[config.mk]
export PLATFORM = sky130hd
export DESIGN_NAME = full_subtractor_serial
export DESIGN_NICKNAME = d
export VERILOG_FILES = /design/src/rtl/dsd_pkg.sv /design/src/rtl/full_subtractor.sv /design/src/rtl/full_subtractor_serial.sv
export SDC_FILE = /design/constraint.sdc
export NUM_CORES = 1
export LEC_CHECK = 0
export ABC_AREA = 0
export ABC_CLOCK_PERIOD_IN_PS = 4000
export CORE_AREA = 2 2 68 70
export CTS_CLUSTER_DIAMETER = 60
export DETAILED_ROUTE_END_ITERATION = 8
export DIE_AREA = 0 0 70 72
export PLACE_DENSITY = 0.64
export SLEW_MARGIN = 20
export SYNTH_ARGS = -nofsm -noshare
export SYNTH_HDL_FRONTEND = slang
export SYNTH_SLANG_ARGS = --single-unit
export TNS_END_PERCENT = 100
[constraint.sdc]
create_clock -name clk -period 4 [get_ports clk]
set_input_delay 0.4 -clock clk [delete_from_list [all_inputs] [get_ports clk]]
set_output_delay 0.4 -clock clk [all_outputs]
set_load 0.03 [all_outputs]
[src/rtl/dsd_pkg.sv]
// Shared project definitions: default datapath width and the serial
// subtractor FSM state encoding.
package dsd_pkg;

   localparam int unsigned DSD_WIDTH = 8;

   typedef enum logic [1:0] {
      IDLE  = 2'd0,
      SHIFT = 2'd1,
      DONE  = 2'd2
   } state_e;

endpackage

[src/rtl/full_subtractor.sv]
// One-bit full subtractor: diff = a - b - bin, b_out is the borrow out.
module full_subtractor (
   input  logic a,
   input  logic b,
   input  logic bin,
   output logic diff,
   output logic b_out
);

   always_comb begin
      diff  = a ^ b ^ bin;
      b_out = (~a & b) | (~(a ^ b) & bin);
   end

endmodule

[src/rtl/full_subtractor_serial.sv]
// Bit-serial unsigned subtractor: computes a - b LSB first over WIDTH cycles
// using one full_subtractor cell, with a borrow flag for a < b.
module full_subtractor_serial
   import dsd_pkg::*;
#(
   parameter int unsigned WIDTH = DSD_WIDTH
) (
   input  logic             clk,
   input  logic             rst,
   input  logic             start,
   input  logic [WIDTH-1:0] a,
   input  logic [WIDTH-1:0] b,
   output logic             busy,
   output logic             done,
   output logic [WIDTH-1:0] diff,
   output logic             borrow_out
);

   localparam int unsigned CNT_W = $clog2(WIDTH + 1);
   localparam logic [CNT_W-1:0] CNT_LAST = CNT_W'(WIDTH - 1);

   state_e           state_q, state_d;
   logic [WIDTH-1:0] a_q, a_d;
   logic [WIDTH-1:0] b_q, b_d;
   logic [WIDTH-1:0] diff_q, diff_d;
   logic             borrow_q, borrow_d;
   logic [CNT_W-1:0] cnt_q, cnt_d;
   logic             busy_q, busy_d;
   logic             done_q, done_d;

   logic bit_diff;
   logic bit_borrow;

   full_subtractor u_cell (
      .a     (a_q[0]),
      .b     (b_q[0]),
      .bin   (borrow_q),
      .diff  (bit_diff),
      .b_out (bit_borrow)
   );

   // busy/done are registered from the current state, so they trail the
   // state by one cycle; this yields the WIDTH+1 edge latency to done.
   always_comb begin
      state_d  = state_q;
      a_d      = a_q;
      b_d      = b_q;
      diff_d   = diff_q;
      borrow_d = borrow_q;
      cnt_d    = cnt_q;
      busy_d   = 1'b0;
      done_d   = 1'b0;
      case (state_q)
         IDLE: begin
            if (start) begin
               a_d      = a;
               b_d      = b;
               borrow_d = 1'b0;
               cnt_d    = '0;
               state_d  = SHIFT;
            end
         end
         SHIFT: begin
            busy_d   = 1'b1;
            diff_d   = {bit_diff, diff_q[WIDTH-1:1]};
            a_d      = a_q >> 1;
            b_d      = b_q >> 1;
            borrow_d = bit_borrow;
            cnt_d    = cnt_q + CNT_W'(1);
            if (cnt_q == CNT_LAST) begin
               state_d = DONE;
            end
         end
         DONE: begin
            done_d  = 1'b1;
            state_d = IDLE;
         end
         default: state_d = IDLE;
      endcase
   end

   always_ff @(posedge clk) begin
      if (rst) begin
         state_q  <= IDLE;
         a_q      <= '0;
         b_q      <= '0;
         diff_q   <= '0;
         borrow_q <= 1'b0;
         cnt_q    <= '0;
         busy_q   <= 1'b0;
         done_q   <= 1'b0;
      end else begin
         state_q  <= state_d;
         a_q      <= a_d;
         b_q      <= b_d;
         diff_q   <= diff_d;
         borrow_q <= borrow_d;
         cnt_q    <= cnt_d;
         busy_q   <= busy_d;
         done_q   <= done_d;
      end
   end

   assign busy       = busy_q;
   assign done       = done_q;
   assign diff       = diff_q;
   assign borrow_out = borrow_q;

endmodule

==> results of run 1 <==
## layer usage
metal | vias to the layer above | wire [um] | global-route usage
li1 | 593 | - | -
met1 | 506 | 1360 | 0.151
met2 | 27 | 1160 | 0.166
met3 | 7 | 131 | 0.0403
met4 | 0 | 83 | 0.0833
met5 | - | 0 | 0
## worst min-delay path: stages, from the launching register on
cell,delay [ps]
sky130_fd_sc_hd__dfxtp_1,310
sky130_fd_sc_hd__nand2_1,50
sky130_fd_sc_hd__a21oi_1,50
## kinds of logic (layout without fill, tap and decap cells)
group	Yosys count	after routing
AND/OR/NAND/NOR	77	77
multiplexers	1	1
adder cells (fa/ha/maj)	2	2
flip-flops	33	33
buffers and inverters	13	39
AO/OA/AOI/OAI	32	32
## final cells by class
| cell class | count | share of cell area |
|---|---|---|
| Inverter | 1 | 0.00205 |
| Sequential cell | 33 | 0.360 |
| Tap cell | 52 | 0.0355 |
| Multi-Input combinational cell | 112 | 0.376 |
| Clock buffer | 7 | 0.0471 |
| Clock inverter | 1 | 0.0164 |
| Timing Repair Buffer | 30 | 0.162 |
## placed cells by master, fill, tap and decap left out, types with 3 or more instances in the layout
cell type | netlist | layout
sky130_fd_sc_hd__or3b_1 | 4 | 4
sky130_fd_sc_hd__a22o_1 | 4 | 4
sky130_fd_sc_hd__and2_1 | 3 | 3
sky130_fd_sc_hd__nand3_1 | 3 | 3
sky130_fd_sc_hd__a221o_1 | 3 | 3
sky130_fd_sc_hd__nor3_1 | 11 | 11
sky130_fd_sc_hd__or3b_2 | 7 | 7
sky130_fd_sc_hd__nor2_1 | 13 | 13
sky130_fd_sc_hd__clkbuf_8 | 0 | 6
sky130_fd_sc_hd__clkdlybuf4s50_1 | 0 | 29
sky130_fd_sc_hd__nand2b_1 | 11 | 11
sky130_fd_sc_hd__dfxtp_1 | 33 | 33
sky130_fd_sc_hd__a21oi_1 | 18 | 18
sky130_fd_sc_hd__nand2_1 | 16 | 16
## stage by stage
stage | util | instance area [um^2] | instances | hold WS, ps | setup slack [ps]
floorplan | - | 1440 | 158 | 434 | 2680
global placement | 0.403 | 1720 | 228 | 442 | 1980
detailed placement | 0.403 | 1720 | 228 | 452 | 1950
CTS | 0.430 | 1830 | 236 | 462 | 1990
global route | 0.430 | 1830 | 236 | 480 | 1810
finish | 0.430 | 1830 | 236 | 457 | 2020
## state kept, by name, summed over array words and instances (netlist names)
register,cells
diff,8
busy,1
done,1
cnt_q,4
a_q,8
b_q,8
borrow_out,1
state_q,2
## where the power goes
part	leakage [nW]	switching [mW]	internal [mW]
Sequential	0.270	0.0198	0.351
Clock	0.0585	0.118	0.203
Combinational	0.332	0.0488	0.0558
Total	0.661	0.186	0.610
## worst max-delay path by stage
stage / from / to / slack (ps)
after floorplan: rst / b_q[0] / 2680
after global placement: rst / b_q[0] / 1980
after detailed placement: rst / b_q[0] / 1950
after CTS: state_q[0] / diff[7] / 1990
after global routing: state_q[0] / diff[7] / 1810
final: state_q[0] / diff[7] / 2020
==> results.txt, run 1 <==
TritonCTS created 5 clock buffers. The net count reported at finish came out at between 200 and 250. In the post-synthesis netlist, the cell with the most instances is sky130_fd_sc_hd__dfxtp_1. The share of synthesized area in the top cell type comes to 0.460. The endpoint of the worst register-to-register path is diff[7]. The worst setup path is launched from a register.

The standard cell with the maximum stage delay on the critical path is sky130_fd_sc_hd__dfxtp_1. The count of input and output buffers is 29. The via count of the first global-routing pass was around 970. Across every metal layer, demand over resource in global routing totals 0.118. The worst path buffer plus inverter count is 0. The synthesized design spends more area on one cell type than any other, namely sky130_fd_sc_hd__dfxtp_1. After synthesis, the share of cell area in mux cells is 0.00697. For this run, the detailed router's first-pass iteration total came to 4. Broken down by cell family, the worst path's largest delay share belongs to flip-flops. Across the routed clock network, the largest skew measured is slightly below 5 ps. The post-CTS repair timing setup buffer count came out at 0. The via count normalized by instance count came out at slightly below 5. The core area is roughly 4300 um^2. The area of the multi-input gates came out at approximately 700 um^2. The final wirelength came out at around 2.7 mm. The worst endpoint required time is 4200 ps. The path class of the tightest hold or removal check is register to register.

The number of clock sinks came out at 33. The fmax came out at 505 MHz. The part of the Yosys area used for sequential elements is 0.460. In the final layout, the share of cells above drive strength 1 is 0.109. The number of antenna-violating nets in the routed design is 0.

The peak supply drop is ~220 uV. The maximum number of pins on one net before global-route repair came out at 32. The die covers slightly above 5000 um^2.

The analysis attributes to cell leakage a power of 0.661 nW. Sorting the synthesized cells by how often they occur yields sky130_fd_sc_hd__dfxtp_1 (33), sky130_fd_sc_hd__a21oi_1 (18), sky130_fd_sc_hd__nand2_1 (16). The count of filler cells inserted in the layout came out at between 400 and 500.

The area of the mapped netlist is ~1400 um^2. The register-to-register path setup slack came out at a little over 2000 ps. The area share of and/or/nand/nor cells after synthesis is 0.306. The area share of fa/ha/maj cells after synthesis is 0.0226.

Setup repair after global routing left no endpoint under its margin. The total inserted antenna cells came out at 0. Headroom to the max-slew limit came out at 0.354. The flow ran to the end, and the final reports show no timing, DRC or antenna violations.

The final-report max-slew violation count was 0. The area growth from synthesis to layout is 27.6%. After synthesis the netlist holds a flip-flop and latch count of 33.

The sequential cell area came out at approximately 660 um^2. The number of enable flip-flop cells after synthesis came out at 0. The overflow left after global routing is 0.

After technology mapping, the gate count stands at 158. Traced cell by cell, the critical path runs through nor2b_1 -> nor2_1 -> a211oi_1. The clock latency on the worst-skew pair came out at between 200 and 300 ps. The worst hold path was traced through 2 stages. The average cell area after synthesis came out at slightly above 9 um^2. The compound-gate portion of the synthesized area is 0.145. The number of cells on the critical path is 3. The number of distinct library cells after synthesis is 32. The number of hold-repair buffers added at the cts stage is 0. The synthesized net count is between 150 and 200. In this design, the stage delay of the slowest critical-path cell is around 960 ps. The buffer depth of the longest clock path came out at 2. The worst hold path begins at diff[0]. TritonCTS built the clock tree. The post-route total power is ~0.80 mW. The die width is about 70 um. In this run the clock root is driven by a sky130_fd_sc_hd__clkbuf_8. For this run, design rule violations remaining after detail routing come to 0. The critical path is of the register to register type.

For hold timing, the worst endpoint is diff[0]. For this run, the leading register cell type out of synthesis is sky130_fd_sc_hd__dfxtp_1. Counting cells, the worst reg-to-reg path comes to 3. The ratio of total power to cell area came out at around 430 nW/um^2. The placer congestion estimate came out at about 0.76. The count of final setup violators is 0. The time the final worst path needs with I/O delays and setup is 1980 ps. The final hold violation count was 0. The initial core utilization came out at 0.337. The clock transition at the register clock pins on the worst setup and hold paths after CTS is around 70 ps. Across the run, the number of max-cap violations was 0. The worst setup path is captured at a register.

The arrival time at the worst endpoint came out at ~2200 ps. The first-pass GRT wire length is between 4 and 5 mm. The number of instances resized during post-cts repair came out at 0. The deepest level of the CTS H-tree is 2. Of the total synthesized cell area, the portion taken by XOR and XNOR cells is 0.

Of all flip-flops after synthesis, the portion carrying an async set or reset was 0. The placement row count came out at 24. By area, the combinational part of the netlist is dominated by simple AND/OR/NAND/NOR gates.

The via count came out at between 1,000 and 1,500. In this run, the number of DRC markers left after iteration 0 of detailed routing was 66. The initial antenna violation count is 0. The final-layout setup total negative slack came out at 0 ps. The vertical extent of the die is 72 um.

The worst register-to-register path begins at state_q[0]. The transition time of the tightest slew-check pin came out at a little under 1000 ps. Yosys attributes the largest share of cell area to sky130_fd_sc_hd__dfxtp_1 (46%), sky130_fd_sc_hd__a21oi_1 (6.3%), sky130_fd_sc_hd__nand2b_1 (4.8%).

The Yosys step of the flow raised 0 warnings. After detailed routing, the average wire length per cell comes to between 10 and 15 um. The maximum fanout count along the critical path came out at 31.

The period utilization came out at 0.495. 30 I/O pins were placed. The wire-length estimate of the detail-placed layout is around 1.8 mm.
Note: power is estimated with default switching activity, not from simulation.
==> run 2: changes to the inputs <==
Settings changed: ABC_CLOCK_PERIOD_IN_PS 4000 to 1600, PLACE_DENSITY 0.64 to 0.66.
Clock period 4 ns to 1.6 ns, I/O delays scaled along.
==> results.txt, run 2 (synthesized netlist as in run 1, its figures left out) <==
The flow ran to the end, and the final reports show no timing, DRC or antenna violations. Setup repair after global routing left no endpoint under its margin. The net count reported at finish came out at about 210. The final hold violation count is 0. In the layout the commonest cells are sky130_fd_sc_hd__dfxtp_1 (33), sky130_fd_sc_hd__clkdlybuf4s50_1 (29), sky130_fd_sc_hd__a21oi_1 (18). The period utilization is 0.942. Setup violations remaining at the end of the flow were counted as 0. The sequential cells in the finished layout cover a total of between 600 and 700 um^2.

The delay of the slowest critical-path stage is ~690 ps. The placer congestion estimate is 0.768. The final layout contains routed wiring with a total length of around 2.8 mm. The via count normalized by instance count is 4.76. After detailed routing, the average wire length per cell comes to ~11 um. In this design, the largest share of critical-path delay is due to buffers and inverters.

The deepest level of the CTS H-tree came out at 2. The slowest stage of the critical path belongs to the cell sky130_fd_sc_hd__clkdlybuf4s50_1. The number of antenna-violating nets in the routed design is 0. For this run, design rule violations remaining after detail routing come to 0. The number of antenna diodes in the final layout is 0. The sum of net half-perimeters after detailed placement is around 2 mm. The area of the multi-input gates came out at 689 um^2. Counting the fill cells in the layout gives about 430. The number of maximum-capacitance constraint violations is 0. Dividing total power by cell area gives a power density of a little under 1000 nW/um^2. The number of iterations in the first detailed-routing pass came out at 4.

The combined global-route utilization of all metal layers came out at 0.127. The signal on the critical path passes through clkdlybuf4s50_1. The overflow left after global routing came out at 0. Headroom to the max-slew limit came out at 0.757.

The critical path is of the register to primary output type. The capturing element type of the critical path is a primary output. The worst hold slack came out at between 400 and 500 ps. The maximum fanout count along the critical path came out at 3. The transition time of the tightest slew-check pin came out at 363 ps. The number of DRC markers in iteration 0 is 66. The worst path buffer plus inverter count is 1. CTS saw 33 sinks. The leakage power summed over all cells is around 0.70 nW.

The number of clock buffers inserted by TritonCTS is 5. The die width came out at around 70 um. The via count of the first global-routing pass is 1,131. The arrival time at the worst endpoint came out at approximately 1400 ps. During I/O placement, the number of pins put on the boundary was 30. The cell chosen for the clock root is sky130_fd_sc_hd__clkbuf_8. The path class of the tightest hold or removal check is register to register. STA puts the critical path data required time at roughly 1400 ps. The largest clock skew in the final design came out at 2.96 ps. The via count came out at approximately 1,200.

The final-report max-slew violation count came out at 0. After clock tree synthesis, the clock-pin slew on the worst setup and hold paths is 60 ps. The maximum number of pins on one net before global-route repair came out at 17. The clock latency on the worst-skew pair came out at about 280 ps.

The final-layout setup total negative slack came out at 0 ps. No sink is reached through more buffers than the 2 on the longest clock path. The fmax came out at ~660 MHz. The area growth from synthesis to layout is 30.7%.

Across the VDD grid, the largest voltage drop is around 350 uV. The count of input and output buffers is 29. The initial antenna violation count was 0. TritonCTS built the clock tree. For this configuration, the core starts out at a cell density of 0.337. The placement row count is 24. The number of instances resized during post-cts repair came out at 0.

The first-pass GRT wire length came out at roughly 5.1 mm. The layout cell share with drive strength beyond 1 came out at 0.150. The core region is 4260 um^2. The number of hold buffers added after CTS was 0. The die covers 5040 um^2. The post-CTS repair timing setup buffer count came out at 0. The vertical extent of the die came out at ~70 um. STA classifies the critical path startpoint as a register. The utilization after layout came out at 0.440. Leaving out fill and tap cells, the most frequent cell in the layout is sky130_fd_sc_hd__dfxtp_1. The smallest clock period supported by the final layout is computed as ~1500 ps.
run 2: cell types whose count changed in the layout (fill, tap and decap cells not counted):
cell and delta:
sky130_fd_sc_hd__bufinv_16 -1, sky130_fd_sc_hd__buf_4 +10
run 2: power by group:
| part | total (mW) | switching (mW) | internal [mW] |
|---|---|---|---|
| Combinational | 0.305 | 0.142 | 0.162 |
| Clock | 0.613 | 0.272 | 0.341 |
| Sequential | 0.912 | 0.0342 | 0.878 |
run 2: metal layers:
metal  GRT usage  vias to the layer above  part of all wire
met1       0.166                      526              0.49
li1            -                      613                 -
met3      0.0403                        2             0.048
met5           0                        -                 0
met2       0.195                       26              0.45
met4      0.0513                        0            0.0097
run 2: cell type report:
class                   instances  area share
multi-input cells             112       0.367
inverters                       1     0.00200
repair buffers                 40       0.199
flip-flops and latches         33       0.352
clock buffers                   7      0.0460
well taps                      52      0.0346
run 2: worst paths after layout:
kind | startpoint | to | slack [ps] | cells after the start
min reg2reg | diff[0] | diff[0] | 450 | 2
min | diff[0] | diff[0] | 450 | 2
max | borrow_out | borrow_out | 90 | 1
max reg2reg | state_q[0] | b_q[3] | 140 | 4
run 2: worst register-to-register path, delay by kind of cell (launching register included):
kind                   cells  cell delay (ps)
AND/OR/NAND/NOR            2              530
flip-flops                 1              410
buffers and inverters      1              220
AO/OA/AOI/OAI              1              200
run 2: through the flow:
| step | power [mW] | cells | setup WS, ps | cell area, um^2 |
|---|---|---|---|---|
| 3_3_place_gp | 1.24 | 238 | -5.02 | 1790 |
| 3_5_place_dp | 1.24 | 238 | -30.1 | 1790 |
| 2_1_floorplan | 1.13 | 158 | 319 | 1440 |
| 6_report | 1.83 | 245 | 93.4 | 1880 |
| 4_1_cts | 1.86 | 245 | 76.6 | 1880 |
| 5_1_grt | 1.94 | 245 | 42.3 | 1880 |
